==> config.mk <==
export PLATFORM = sky130hd
export DESIGN_NAME = register_file
export DESIGN_NICKNAME = d
export VERILOG_FILES = /design/src/rtl/register_file_pkg.sv /design/src/rtl/register_file_lookup_port.sv /design/src/rtl/register_file.sv
export SDC_FILE = /design/constraint.sdc
export NUM_CORES = 2
export LEC_CHECK = 0
export BUFFER_PORTS_ARGS = -buffer_cell sky130_fd_sc_hd__buf_2
export CAP_MARGIN = 10
export CORE_MARGIN = 2
export CORE_UTILIZATION = 45
export CTS_CLUSTER_DIAMETER = 100
export DETAILED_ROUTE_END_ITERATION = 10
export MAX_ROUTING_LAYER = met4
export SKIP_LAST_GASP = 1
export SLEW_MARGIN = 20
export SYNTH_ARGS = -nofsm -noshare
export SYNTH_HDL_FRONTEND = slang
export SYNTH_SLANG_ARGS = --single-unit
==> constraint.sdc <==
create_clock -name clk_in -period 59.5 [get_ports clk_in]
set_clock_uncertainty 0.1 [all_clocks]
set_input_delay 2.975 -clock clk_in [delete_from_list [all_inputs] [get_ports clk_in]]
set_output_delay 2.975 -clock clk_in [all_outputs]
set_load 0.02 [all_outputs]
==> src/rtl/register_file_pkg.sv <==
// Shared sizing constants for the architectural register file and its lookup ports.
package register_file_pkg;
  localparam int ROB_BITS  = 4;
  localparam int REG_NUM   = 32;
  localparam int REG_IDX_W = 5;
  localparam logic [REG_IDX_W-1:0] ZERO_REG = '0;
endpackage

==> src/rtl/register_file_lookup_port.sv <==
// One source-operand read port: x0 masking plus the same-cycle commit bypass.
module reg_lookup_port
  import register_file_pkg::*;
#(
  parameter int TAG_W = ROB_BITS
) (
  input  logic                 rdy_in,
  input  logic [REG_IDX_W-1:0] rs_id,
  input  logic [REG_IDX_W-1:0] commit_rd,
  input  logic [31:0]          commit_value,
  input  logic [TAG_W-1:0]     commit_tag,
  input  logic [31:0]          stored_value,
  input  logic                 stored_busy,
  input  logic [TAG_W-1:0]     stored_tag,
  output logic                 rs_busy,
  output logic [31:0]          rs_value,
  output logic [TAG_W-1:0]     rs_tag
);

  // A committing write to the looked-up register resolves it this cycle unless
  // the register has since been renamed to a younger producer.
  always_comb begin
    rs_busy  = stored_busy;
    rs_value = stored_value;
    rs_tag   = stored_tag;
    if (rs_id == ZERO_REG) begin
      rs_busy  = 1'b0;
      rs_value = '0;
      rs_tag   = '0;
    end else if (rdy_in && (commit_rd == rs_id)) begin
      rs_value = commit_value;
      rs_busy  = stored_busy && (stored_tag != commit_tag);
    end
  end

endmodule

==> src/rtl/register_file.sv <==
// Architectural register file with rename tags, fed by the reorder buffer's
// commit, rename and flush streams, answering two source-operand lookups.
module register_file
  import register_file_pkg::*;
#(
  parameter int TAG_W = ROB_BITS
) (
  input  logic                 clk_in,
  input  logic                 rst_in,
  input  logic                 rdy_in,
  input  logic [REG_IDX_W-1:0] issue_rd,
  input  logic [TAG_W-1:0]     issue_tag,
  input  logic [REG_IDX_W-1:0] commit_rd,
  input  logic [31:0]          commit_value,
  input  logic [TAG_W-1:0]     commit_tag,
  input  logic                 flush_in,
  input  logic [REG_IDX_W-1:0] rs1_id,
  input  logic [REG_IDX_W-1:0] rs2_id,
  output logic                 rs1_busy,
  output logic [31:0]          rs1_value,
  output logic [TAG_W-1:0]     rs1_tag,
  output logic                 rs2_busy,
  output logic [31:0]          rs2_value,
  output logic [TAG_W-1:0]     rs2_tag,
  output logic [31:0]          commit_count
);

  logic [31:0]      value_q [REG_NUM];
  logic             busy_q  [REG_NUM];
  logic [TAG_W-1:0] tag_q   [REG_NUM];

  logic commit_en;
  logic rename_en;
  logic commit_clears;

  assign commit_en     = commit_rd != ZERO_REG;
  assign rename_en     = !flush_in && (issue_rd != ZERO_REG);
  assign commit_clears = busy_q[commit_rd] && (tag_q[commit_rd] == commit_tag) &&
                         !(rename_en && (issue_rd == commit_rd));

  // Later assignments deliberately override earlier ones: flush clears every
  // busy bit after the commit, and a rename re-marks a register the commit freed.
  always_ff @(posedge clk_in or posedge rst_in) begin
    if (rst_in) begin
      for (int i = 0; i < REG_NUM; i++) begin
        value_q[i] <= '0;
        busy_q[i]  <= 1'b0;
        tag_q[i]   <= '0;
      end
      commit_count <= '0;
    end else if (rdy_in) begin
      if (commit_en) begin
        value_q[commit_rd] <= commit_value;
        commit_count       <= commit_count + 32'd1;
        if (commit_clears) busy_q[commit_rd] <= 1'b0;
      end
      if (flush_in) begin
        for (int i = 0; i < REG_NUM; i++) begin
          busy_q[i] <= 1'b0;
          tag_q[i]  <= '0;
        end
      end else if (rename_en) begin
        busy_q[issue_rd] <= 1'b1;
        tag_q[issue_rd]  <= issue_tag;
      end
    end
  end

  reg_lookup_port #(.TAG_W(TAG_W)) u_rs1 (
    .rdy_in       (rdy_in),
    .rs_id        (rs1_id),
    .commit_rd    (commit_rd),
    .commit_value (commit_value),
    .commit_tag   (commit_tag),
    .stored_value (value_q[rs1_id]),
    .stored_busy  (busy_q[rs1_id]),
    .stored_tag   (tag_q[rs1_id]),
    .rs_busy      (rs1_busy),
    .rs_value     (rs1_value),
    .rs_tag       (rs1_tag)
  );

  reg_lookup_port #(.TAG_W(TAG_W)) u_rs2 (
    .rdy_in       (rdy_in),
    .rs_id        (rs2_id),
    .commit_rd    (commit_rd),
    .commit_value (commit_value),
    .commit_tag   (commit_tag),
    .stored_value (value_q[rs2_id]),
    .stored_busy  (busy_q[rs2_id]),
    .stored_tag   (tag_q[rs2_id]),
    .rs_busy      (rs2_busy),
    .rs_value     (rs2_value),
    .rs_tag       (rs2_tag)
  );

endmodule

**Word-level counts from Yosys, hierarchy flattened**

Cells that the tools add are included.

- Input bits: 64
- Register bits: 1,216
- Output and inout bits: 106

- Multiplexer cells: 51
- Bitwise gates (word level): 7
- Reduce and logical (&&, ||, !) cells: 19
- Equal/unequal tests: 6
- Order comparisons: 6
- Add/sub/neg operators: 1

Operators with widths:

| kind | count |
|---|---|
| 1024-bit bitwise mux | 1 |
| 32-bit 2-to-1 mux | 14 |
| 32-bit binary-select mux with 5-bit select | 2 |
| 128-bit 2-to-1 mux | 2 |
| 32-bit demux with 5-bit select | 1 |
| 128-bit bitwise mux | 1 |
| 4-bit binary-select mux with 5-bit select | 3 |
| 4-bit 2-to-1 mux | 9 |
| 32-bit by 1-bit adder with 32-bit output, second input constant | 1 |
| 32-bit bitwise AND | 1 |
| 32-bit inverter | 1 |
| 32-bit bitwise OR | 1 |
| 6-bit greater-or-equal comparator, second input constant | 4 |
| 5-bit inverter with 6-bit output | 4 |
| 4-bit demux with 5-bit select | 1 |
| 1-bit binary-select mux with 5-bit select | 3 |
| 5-bit equality test | 3 |
| 6-bit by 1-bit less-than comparator with 1-bit output, second input constant | 2 |
| 1-bit 2-to-1 mux | 12 |
| 1-bit demux with 5-bit select | 2 |
| 1-bit logical AND | 10 |
| 5-bit logical NOT | 2 |
| 5-bit nonzero test | 2 |
| 4-bit inequality test | 2 |
| other kinds (4) | 6 |

**Depth between registers and ports, before layout**

- Word-level depth: 13
- Mapped depth: 14

**Cells and area by module**

A second synthesis with hierarchy kept.

- Cell total of the unflattened synthesis: 4,560
- Area total of the unflattened synthesis: 67,344.6 sq um

By module, submodules not included:

| module | cells each | sequential area each (sq um) | instances | area each (sq um) |
|---|---|---|---|---|
| register_file | 4,290 | 30,429.2 | 1 | 65,895.7 |
| reg_lookup_port | 135 | 0.0 | 2 | 724.4 |

**Worst setup path after synthesis**

OpenSTA, ideal clock, no wires.

- Kind: input -> output
- From: input rs1_id[0]
- To: output rs1_value[10]
- Path slack: 50.862 ns
- Path buffers: 6
- Arrival time: 5.563 ns
- Stages: 10
- Cells stage by stage: buf_2 buf_2 buf_2 buf_2 xor2_1 nor4_1 nand3_1 buf_2 buf_1 a211oi_1

- Cells in the longest elaborated chain, start to end: 6
- Elaborated cells between the ends (all ways): 9
- Those cells by class: 1 x eq/ne; 5 x mux; 1 x bitwise; 2 x reduce/logical

RTL lines:

| element | RTL line | source |
|---|---|---|
| from (decl) | register_file.sv:17 | `input logic [REG_IDX_W-1:0] rs1_id,` |
| 5-bit inverter with 6-bit output (implied by the code) | register_file.sv:75 | `.stored_value (value_q[rs1_id]),` |
| 32-bit binary-select mux with 5-bit select | register_file.sv:75 |  |
| 32-bit 2-to-1 mux (implied by the code) (2 in series) | register_file.sv:75 |  |
| 32-bit 2-to-1 mux | register_file_lookup_port.sv:30 | `end else if (rdy_in && (commit_rd == rs_id)) begin` |
| 32-bit 2-to-1 mux * | register_file_lookup_port.sv:26 | `if (rs_id == ZERO_REG) begin` |
| to (decl) | register_file.sv:20 | `output logic [31:0] rs1_value,` |

Every way passes the cells marked *; elsewhere a longest branch is shown, timed or not. The select of a mux whose other input is x is not followed.

**Final worst setup path**

- From: input rs2_id[0]
- To: output rs2_value[5]

- Cells in the longest elaborated chain, start to end: 6
- Elaborated cells between the ends (all ways): 9
- Those cells by class: 1 x eq/ne; 5 x mux; 1 x bitwise; 2 x reduce/logical

RTL lines:

| element | RTL line | source |
|---|---|---|
| from (decl) | register_file.sv:18 | `input logic [REG_IDX_W-1:0] rs2_id,` |
| 5-bit inverter with 6-bit output (implied by the code) | register_file.sv:89 | `.stored_value (value_q[rs2_id]),` |
| 32-bit binary-select mux with 5-bit select | register_file.sv:89 |  |
| 32-bit 2-to-1 mux (implied by the code) (2 in series) | register_file.sv:89 |  |
| 32-bit 2-to-1 mux | register_file_lookup_port.sv:30 |  |
| 32-bit 2-to-1 mux * | register_file_lookup_port.sv:26 |  |
| to (decl) | register_file.sv:23 | `output logic [31:0] rs2_value,` |

Marks and branches as above.

==> flow_summary.ini <==
[global_route]
grt_usage = 0.273
grt_pass1_wl_um = 296000
grt_pass1_vias = 43400
antenna_found_initial = 7
grt_start_max_net_pins = 172
grt_remaining_overflow = 0

[timing]
setup_tns_ns = 0
clock.fmax_mhz = 92.7
rsz0062_at_grt = false
whs_ns = 0.293
worst_slew_pin_slew_ns = 1.15
relSlewSlack = 0.233
setup_viol = 0
fin_crit_sh = 0.181
fin_crit_ns = 10.78
slew_violations = 0
hold_viol = 0

[synthesis]
syn_area_um2 = 66700
synth-edff-count = 0
yosys-mux-area-fraction = 0.435
syn_avg_cell_area_um2 = 14.7
synth_warnings = 0
synth.ff_latch_count = 1216
synth_compound_area_frac = 0.0380
synth_top_family_by_area = multiplexers
yosysTopAreaCell = dfrtp_1
yosys-top-cells-area = dfrtp_1 46%, mux4_2 24%, mux2_2 17%
ys_seq_area_frac = 0.456
synth-main-ff-cell = dfrtp_1
synthArstFlopShare = 1.00
yosysUniqueCellTypes = 58
post_synth_inst_count = 4545
synth_fa_ha_area_frac = 0.000187
synth-xor-area-share = 0.00709
synth_simple_gate_area_frac = 0.0310
synth_top_area_share = 0.456
syn_nets = 4610

[floorplanning]
io_pins = 170
die-height_um = 389
initial_core_util = 0.452
dieWidth_um = 389
coreArea_um2 = 147000
rows = 141
dieArea_um2 = 151000

[clock_tree]
root_buffer = clkbuf_16
clkSinkCount = 1216
holdBufCountCts = 0
clkLatencyLatePin_ns = 0.78
cts_tree = built
cts_resized = 0
clk_pin_slew_worst_paths_ns = 0.06
post_cts_buffers = 0
htreeDepth = 4
cts_max_path_buffers = 3
numCtsBuffers = 139

[worst_hold_path]
hold_path_class = reg -> reg
worstHoldStart = value_q[1012]
min_path_cells = 0

[critical_path]
critPathCapture = rs2_value[5]
endpoint_kind = primary output
critPathMaxFanout = 45
r2r_cells = 9
crit_type = in -> out
start_kind = input pin
worstPathRequired_ns = 56.43
crit_arrival_ns = 7.71
r2r_slack_ns = 56.16
startpoint = rs2_id[0]
crit-reg2reg-launch = tag_q[115]
reg2reg_to = busy_q[10]

[power]
p_per_area_nw_per_um2 = 33.4
finalPower_mw = 2.47
p_leak_nw = 31.7
peakVddDrop_mv = 0.0302

[detailed_routing]
drt_pass1_iterations = 5
drtIter0Drc = 3663
drc = 0
via_count = 42000
viasPerCell = 6.49
wire_per_inst_um = 30.6
wl_um = 198000
antenna_left = 0

[place]
io_buffers = 169
gp_congestion = 0.855
hpwl_um = 108000

[finish]
fill_cells = 12500
final_layout_size_suffix_gt1_frac = 0.491
area_growth_pct = 10.8
layout.nets = 4495

[status]
status = finished, final reports clean

[job]
drv_cap = 0
[report_power, final]
part | internal, mW | switching [mW]
Sequential | 0.966 | 0.102
Combinational | 0.285 | 0.196
Clock | 0.563 | 0.356
[synthesized netlist by cell type, types with 35 or more instances]
cell	count
mux2_2	999
dfrtp_1	1216
o21ai_0	167
a211oi_1	107
nand2_1	211
nor2_1	108
nor2b_1	35
buf_2	105
buf_1	75
mux2i_1	144
inv_1	52
mux4_2	725
clkbuf_1	308
[sequential cells by signal (all words and copies together) (netlist names)]
signal	cells
busy_q	32
commit_count	32
tag_q	128
value_q	1024
[metrics by stage]
step,instance area (µm²),instances,utilization,worst slack [ns]
2_1_floorplan,66700,4545,-,22.16
3_3_place_gp,69000,6219,0.468,48.61
3_5_place_dp,69000,6219,0.468,48.56
4_1_cts,73900,6474,0.501,48.55
5_1_grt,73900,6475,0.501,48.22
6_report,73900,6477,0.501,48.72
[kinds of logic after synthesis]
kind of cell / Yosys count
muxes: 1868
DFF: 1216
buffers and inverters: 545
and+or+nand+nor: 458
AOI/OAI and AO/OA: 403
xor gates and xnor gates: 54
adders and majority gates: 1
[cell usage in the layout (no fill, tap or decap), types with 27 or more instances in the layout]
cell type / instances
o22ai_1: 29
clkbuf_16: 148
o21ai_0: 167
buf_4: 61
clkbuf_8: 37
a211oi_1: 107
a21oi_1: 31
nor2_1: 94
xnor2_1: 32
mux2_2: 999
mux4_2: 725
mux2i_1: 144
clkbuf_1: 27
nand2_1: 192
nor2b_1: 34
buf_2: 158
inv_1: 51
dfrtp_1: 1216
[worst min-delay path by stage]
stage	to	slack (ns)
2_1_floorplan	value_q[1000]	0.34
3_3_place_gp	value_q[1015]	0.28
3_5_place_dp	value_q[1012]	0.28
4_1_cts	value_q[1022]	0.30
5_1_grt	value_q[1022]	0.31
6_report	value_q[1012]	0.29
[metal layers]
| metal | share of wire | track usage | wire (µm) | up-vias |
|---|---|---|---|---|
| met5 | 0 | - | 0 | - |
| met4 | 0.030 | 0.0842 | 6020 | 0 |
| met3 | 0.061 | 0.0456 | 12100 | 321 |
| met2 | 0.48 | 0.420 | 94900 | 1437 |
| met1 | 0.43 | 0.374 | 85300 | 22900 |
| li1 | - | - | - | 17300 |
[worst max-delay path, cell delays in order]
cell and delay (ns):
buf_8 0.42, buf_4 0.76, buf_4 0.75, buf_4 0.84, mux4_2 0.61, mux4_2 0.48
a21oi_1 0.40, a211oi_1 0.14, buf_2 0.20
[cell type report]
| type | instances | area [µm²] | share of cell area |
|---|---|---|---|
| Clock inverter | 45 | 649 | 0.00879 |
| Antenna cell | 3 | 7.51 | 0.000102 |
| Clock buffer | 210 | 4290 | 0.0580 |
| Multi-Input combinational cell | 2784 | 34400 | 0.465 |
| Inverter | 52 | 203 | 0.00274 |
| Tap cell | 1930 | 2410 | 0.0327 |
| Sequential cell | 1216 | 30400 | 0.412 |
| Timing Repair Buffer | 237 | 1530 | 0.0207 |
Power figures use the tool's default switching activity.
